$ cat src/rtl/zombie_arena.sv
// Whack-a-zombie game core: LFSR-placed zombies, hit/penalty scoring,
// escape counting and a tick-based game clock.
module zombie_arena #(
  parameter int          N_HOLES    = 3,
  parameter int          GAME_TICKS = 30,
  parameter int          UP_TICKS   = 4,
  parameter int          SCORE_W    = 8,
  parameter logic [7:0]  SEED       = 8'hA5
) (
  input  logic               clk,
  input  logic               rst_n,
  input  logic               tick,
  input  logic               start,
  input  logic [N_HOLES-1:0] btn,
  output logic [N_HOLES-1:0] led,
  output logic [SCORE_W-1:0] score,
  output logic [SCORE_W-1:0] misses,
  output logic [7:0]         time_left,
  output logic               gameover
);

  typedef enum logic [1:0] {
    S_IDLE   = 2'd0,
    S_PLAY   = 2'd1,
    S_FINISH = 2'd2
  } state_e;

  state_e             state_q, state_d;
  logic [7:0]         lfsr_q, lfsr_d;
  logic [N_HOLES-1:0] btn_q, btn_d;
  logic [N_HOLES-1:0] led_q, led_d;
  logic [3:0]         up_cnt_q, up_cnt_d;
  logic [SCORE_W-1:0] score_q, score_d;
  logic [SCORE_W-1:0] misses_q, misses_d;
  logic [7:0]         time_q, time_d;
  logic               gameover_q, gameover_d;

  logic [N_HOLES-1:0] edge_s;
  logic [N_HOLES-1:0] spawn_s;
  logic [7:0]         idx_s;
  logic               zombie_up_s;
  logic               hit_s;
  logic               wrong_s;
  logic [7:0]         lfsr_step_s;

  assign edge_s      = btn & ~btn_q;
  assign zombie_up_s = |led_q;
  // A hit needs the correct bit alone; any stray edge turns the press into a penalty.
  assign wrong_s     = zombie_up_s & (|(edge_s & ~led_q));
  assign hit_s       = zombie_up_s & (|(edge_s & led_q)) & ~wrong_s;
  assign lfsr_step_s = {lfsr_q[6:0], lfsr_q[7] ^ lfsr_q[5] ^ lfsr_q[4] ^ lfsr_q[3]};
  assign idx_s       = lfsr_q % 8'(N_HOLES);

  // Decode the LFSR-selected hole into a one-hot spawn pattern.
  always_comb begin
    spawn_s = {N_HOLES{1'b0}};
    for (int i = 0; i < N_HOLES; i++) begin
      spawn_s[i] = (idx_s == 8'(i));
    end
  end

  // Next-state logic for the game FSM and all registered outputs.
  always_comb begin
    state_d    = state_q;
    lfsr_d     = (lfsr_q == 8'h00) ? SEED : lfsr_step_s;
    btn_d      = btn;
    led_d      = led_q;
    up_cnt_d   = up_cnt_q;
    score_d    = score_q;
    misses_d   = misses_q;
    time_d     = time_q;
    gameover_d = gameover_q;

    case (state_q)
      S_IDLE, S_FINISH: begin
        if (start) begin
          state_d    = S_PLAY;
          led_d      = {N_HOLES{1'b0}};
          up_cnt_d   = 4'd0;
          score_d    = {SCORE_W{1'b0}};
          misses_d   = {SCORE_W{1'b0}};
          time_d     = 8'(GAME_TICKS);
          gameover_d = 1'b0;
        end else begin
          led_d = {N_HOLES{1'b0}};
        end
      end
      S_PLAY: begin
        if (zombie_up_s) begin
          if (hit_s) begin
            led_d = {N_HOLES{1'b0}};
            if (!(&score_q)) begin
              score_d = score_q + SCORE_W'(1);
            end else begin
              score_d = score_q;
            end
          end else if (wrong_s) begin
            if (|score_q) begin
              score_d = score_q - SCORE_W'(1);
            end else begin
              score_d = score_q;
            end
          end else begin
            score_d = score_q;
          end
          // A hit on the escaping tick takes priority over the escape.
          if (tick && !hit_s) begin
            if (up_cnt_q == 4'd1) begin
              led_d = {N_HOLES{1'b0}};
              if (!(&misses_q)) begin
                misses_d = misses_q + SCORE_W'(1);
              end else begin
                misses_d = misses_q;
              end
            end else begin
              up_cnt_d = up_cnt_q - 4'd1;
            end
          end else begin
            up_cnt_d = up_cnt_q;
          end
        end else begin
          led_d    = spawn_s;
          up_cnt_d = 4'(UP_TICKS);
        end

        if (tick) begin
          if (time_q == 8'd1) begin
            state_d    = S_FINISH;
            time_d     = 8'd0;
            led_d      = {N_HOLES{1'b0}};
            gameover_d = 1'b1;
          end else begin
            time_d = time_q - 8'd1;
          end
        end else begin
          time_d = time_q;
        end
      end
      default: begin
        state_d    = S_IDLE;
        led_d      = {N_HOLES{1'b0}};
        gameover_d = 1'b0;
      end
    endcase
  end

  // State and output registers.
  always_ff @(posedge clk or negedge rst_n) begin
    if (!rst_n) begin
      state_q    <= S_IDLE;
      lfsr_q     <= SEED;
      btn_q      <= {N_HOLES{1'b0}};
      led_q      <= {N_HOLES{1'b0}};
      up_cnt_q   <= 4'd0;
      score_q    <= {SCORE_W{1'b0}};
      misses_q   <= {SCORE_W{1'b0}};
      time_q     <= 8'd0;
      gameover_q <= 1'b0;
    end else begin
      state_q    <= state_d;
      lfsr_q     <= lfsr_d;
      btn_q      <= btn_d;
      led_q      <= led_d;
      up_cnt_q   <= up_cnt_d;
      score_q    <= score_d;
      misses_q   <= misses_d;
      time_q     <= time_d;
      gameover_q <= gameover_d;
    end
  end

  assign led       = led_q;
  assign score     = score_q;
  assign misses    = misses_q;
  assign time_left = time_q;
  assign gameover  = gameover_q;

endmodule

$ cat config.mk
export PLATFORM = sky130hd
export DESIGN_NAME = zombie_arena
export DESIGN_NICKNAME = d
export VERILOG_FILES = /design/src/rtl/zombie_arena.sv
export SDC_FILE = /design/constraint.sdc
export NUM_CORES = 1
export LEC_CHECK = 0
export CAP_MARGIN = 40
export CORE_AREA = 3 3 77 79
export DETAILED_ROUTE_END_ITERATION = 10
export DIE_AREA = 0 0 80 82
export PLACE_DENSITY = 0.78
export SYNTH_ARGS = -nofsm -noshare
export SYNTH_HDL_FRONTEND = slang
export SYNTH_SLANG_ARGS = --single-unit
$ cat constraint.sdc
create_clock -name clk -period 4.3 [get_ports clk]
set_input_delay 0.645 -clock clk [delete_from_list [all_inputs] [get_ports clk]]
set_output_delay 0.645 -clock clk [all_outputs]
set_load 0.05 [all_outputs]
==> impl_metrics.yaml <==
setup_path:
  worstPathBufferInverterCount: 3
  path_max_fanout: 13
  timing.critical_path.depth: 14
  crit_path_frequent_cell: "sky130_fd_sc_hd__inv_1"
  worst_setup_path_start_kind: "flop"
  cp_slowest_stage_delay_ps: 600
  criticalPathCategory: "reg -> reg"
  worst_r2r_endpoint: "led[0]"
  worst_r2r_path_depth: 14
  crit-reg2reg-launch: "lfsr_q[3]"
  cpMaxStageDelayCell: "sky130_fd_sc_hd__dfrtp_1"
  worst_setup_path_startpoint: "lfsr_q[3]"
  critical_path_required_ps: 4530
  r2r_setup_slack_ps: 780
  timing.critical_path.to: "led[0]"
  kind_of_cell_with_the_highest_combined_delay_on_the_critical_path: "compound AO/OA/AOI/OAI gates"
  worstPathCellList: "inv_1, mux2_4, o22ai_1, o211a_2, inv_1, ha_1, nor4_4, nand2_1, o21ai_0, ha_1, inv_1, o211a_1, mux2_1, o21ai_1"
  arrival_ps: 3750
  worstSetupEndpointType: "flop"
global_route:
  grt_usage_pct: 19.8
  grt_overflow_total: 0
  grt_start_max_net_pins: 33
  grt_pass1_vias: 2365
  grt_pass1_wl_um: 10300
  grt_antenna_before_repair: 0
yosys:
  synthesis.yosys.warnings: 0
  synthesized_instance_count: 338
  ys_seq_area_share_pct: 37.7
  synth_compound_gate_area_share_pct: 20.1
  synth_adder_area_share_pct: 6.22
  syn-mean-instance-area_um2: 8.68
  synth_top_family_by_area: "simple AND/OR/NAND/NOR gates"
  synth_xor_area_share_pct: 4.77
  synth_enable_flop_cells: 0
  netlist-cell-type-count: 62
  muxShareOfSynthArea_pct: 1.96
  async_reset_ff_share_pct: 100
  syn_nets: 359
  synthSimpleGateAreaFrac_pct: 24.2
  synth-seq-cells: 44
  synth.cell_area_um2: 2940
  synth-main-ff-cell: "sky130_fd_sc_hd__dfrtp_1"
cells_and_area:
  area_growth_syn_to_layout_pct: 17.3
  drive_above_1_share_pct: 7.32
  antennaDiodeCount: 0
  nets: 389
  nFillCells: 454
die:
  floorplan.rows: 27
  initial_util_pct: 54.3
  ios: 35
  core-area_um2: 5410
  die_y_um: 82
  fp.dieW_um: 80
  dieArea_um2: 6560
drt:
  drt_pre_antenna_iters: 4
  finalWirelength_um: 6200
  antenna_left: 0
  drc_errors: 0
  vias: 2558
  route.detailed.vias_per_inst: 5.80
  drt-initial-drc-count: 113
  wire_per_inst_um: 14.1
timing:
  final_max_slew_viol_count: 0
  final.period_utilization_pct: 82.0
  rsz0062_at_grt: "no"
  slew_headroom_pct: 37.2
  transition_at_the_pin_with_the_smallest_max_transition_slack_ps: 940
  finalSetupTns_ps: 0
  timing.fmax_mhz: 284
  worst_clock_skew_ps: 6.04
  postLayoutSetupSlackWorst_ps: 776
  final-setup-viol-count: 0
  layout_min_cycle_time_ps: 3520
  hold_viol_final: 0
flow_run:
  max_cap_violation_count: 0
place:
  preCtsSetupSlack_ps: 789
  place.detailed.hpwl_um: 4700
  gp_congestion: 0.894
  portBuffers: 34
cts:
  cts.root.buffer_cell: "sky130_fd_sc_hd__clkbuf_8"
  cts.htree.levels: 2
  cts_sinks: 44
  cts-buffers-inserted: 5
  max-clock-path-buffers: 2
  clkLatencyLatePin_ps: 300
  post-cts-setup-buffers: 0
  tritoncts: "done"
  cts_hold_buffers: 0
  cts-resized-gates: 0
  clk_pin_slew_ps: 80
power:
  power-per-cell-area_nw_per_um2: 605
  power.static_leakage_uw: 0.00151
  vdd.ir_drop.worst_v: 0.000335
min_path:
  hp-class: "in -> async"
outcome:
  outcome: "complete, no violations"
## cell type report
cell class / instances / area (µm²) / area share, %
multi-input cells: 261 / 1680 / 48.8
clock buffers: 7 / 96.3 / 2.80
repair buffers: 37 / 370 / 10.8
clock inverters: 1 / 30.0 / 0.872
inverters: 19 / 71.3 / 2.07
flip-flops and latches: 44 / 1110 / 32.1
well taps: 72 / 90.1 / 2.62
## per-stage QoR
stage / cell area [µm²] / util, % / hold WS, ps / power [µW] / cells
finish: 3440 / 63.7 / 224 / 2080 / 441
global route: 3440 / 63.7 / 235 / 2230 / 441
CTS: 3440 / 63.7 / 225 / 2090 / 441
detailed placement: 3320 / 61.4 / 475 / 1750 / 433
global placement: 3300 / 61.0 / 472 / 1720 / 432
floorplan: 2940 / - / 349 / 1420 / 338
## worst reg2reg max path, cell delays in order (launching register included)
cell and delay, ps:
sky130_fd_sc_hd__dfrtp_1 600, sky130_fd_sc_hd__inv_1 190, sky130_fd_sc_hd__mux2_4 350, sky130_fd_sc_hd__o22ai_1 190, sky130_fd_sc_hd__o211a_2 300, sky130_fd_sc_hd__inv_1 80, sky130_fd_sc_hd__ha_1 220, sky130_fd_sc_hd__nor4_4 400
sky130_fd_sc_hd__nand2_1 100, sky130_fd_sc_hd__o21ai_0 190, sky130_fd_sc_hd__ha_1 210, sky130_fd_sc_hd__inv_1 50, sky130_fd_sc_hd__o211a_1 150, sky130_fd_sc_hd__mux2_1 320, sky130_fd_sc_hd__o21ai_1 110
## worst min path at each step
stage	to	slack (ps)	cells after the start
after floorplan	btn_q[0]	350	0
after global placement	lfsr_q[6]	470	0
after detailed placement	lfsr_q[6]	480	0
after CTS	score[7]	230	1
after global routing	time_left[2]	240	1
final	score[7]	220	1
## registers in the layout (all words and copies together), names as in the netlist
signal     count
time_left      8
state_q        2
led            3
lfsr_q         8
up_cnt_q       4
score          8
misses         8
btn_q          3
## metal layers
metal / vias up / wire, µm / part of all wire, % / global-route usage, %
met5: - / 0 / 0 / 0
met4: 0 / 91 / 1.5 / 7.43
met3: 10 / 279 / 4.5 / 4.06
met2: 54 / 2930 / 47 / 33.1
met1: 1230 / 2900 / 47 / 25.3
li1: 1264 / - / - / -
## cell families after synthesis
logic type               after synthesis
AND/OR/NAND/NOR                      136
AO/OA/AOI/OAI                         90
flip-flops                            44
buffers and inverters                 33
XOR/XNOR                              16
adder cells (fa/ha/maj)               14
multiplexers                           5
## cells in the mapped netlist, types with 4 or more instances
cell / count / area, µm²
sky130_fd_sc_hd__a21o_1: 8 / 60.1
sky130_fd_sc_hd__a21oi_1: 18 / 90.1
sky130_fd_sc_hd__and3_1: 7 / 43.8
sky130_fd_sc_hd__clkbuf_1: 7 / 26.3
sky130_fd_sc_hd__dfrtp_1: 40 / 1000
sky130_fd_sc_hd__dfstp_2: 4 / 105
sky130_fd_sc_hd__ha_1: 13 / 163
sky130_fd_sc_hd__inv_1: 19 / 71.3
sky130_fd_sc_hd__nand2_1: 41 / 154
sky130_fd_sc_hd__nand2b_1: 14 / 87.6
sky130_fd_sc_hd__nand3_1: 10 / 50.1
sky130_fd_sc_hd__nand4_1: 5 / 31.3
sky130_fd_sc_hd__nor2_1: 23 / 86.3
sky130_fd_sc_hd__nor2b_1: 4 / 25.0
sky130_fd_sc_hd__nor3_1: 10 / 50.1
sky130_fd_sc_hd__nor4_1: 5 / 31.3
sky130_fd_sc_hd__o21ai_0: 27 / 135
sky130_fd_sc_hd__o22ai_1: 6 / 37.5
sky130_fd_sc_hd__xnor2_1: 9 / 78.8
sky130_fd_sc_hd__xor2_1: 7 / 61.3
## cells in the final DEF (no fill, tap or decap), types with 6 or more instances in the layout
cell type | netlist | routed
sky130_fd_sc_hd__a21oi_1 | 18 | 18
sky130_fd_sc_hd__ha_1 | 13 | 13
sky130_fd_sc_hd__inv_1 | 19 | 19
sky130_fd_sc_hd__dfrtp_1 | 40 | 40
sky130_fd_sc_hd__o22ai_1 | 6 | 6
sky130_fd_sc_hd__clkbuf_8 | 0 | 7
sky130_fd_sc_hd__xor2_1 | 7 | 7
sky130_fd_sc_hd__and3_1 | 7 | 7
sky130_fd_sc_hd__nand3_1 | 10 | 10
sky130_fd_sc_hd__nor2_1 | 23 | 23
sky130_fd_sc_hd__nor3_1 | 10 | 10
sky130_fd_sc_hd__nand2b_1 | 14 | 14
sky130_fd_sc_hd__o21ai_0 | 27 | 27
sky130_fd_sc_hd__nand2_1 | 41 | 41
sky130_fd_sc_hd__clkdlybuf4s50_1 | 0 | 33
sky130_fd_sc_hd__a21o_1 | 8 | 8
sky130_fd_sc_hd__xnor2_1 | 9 | 9
## report_power, final
part / total, µW / internal, µW / leakage, µW / switching, µW
sequential: 646 / 520 / 0.000550 / 127
combinational: 1090 / 406 / 0.000901 / 686
clock: 346 / 205 / 0.0000645 / 141
(Power assumes the default switching activity.)
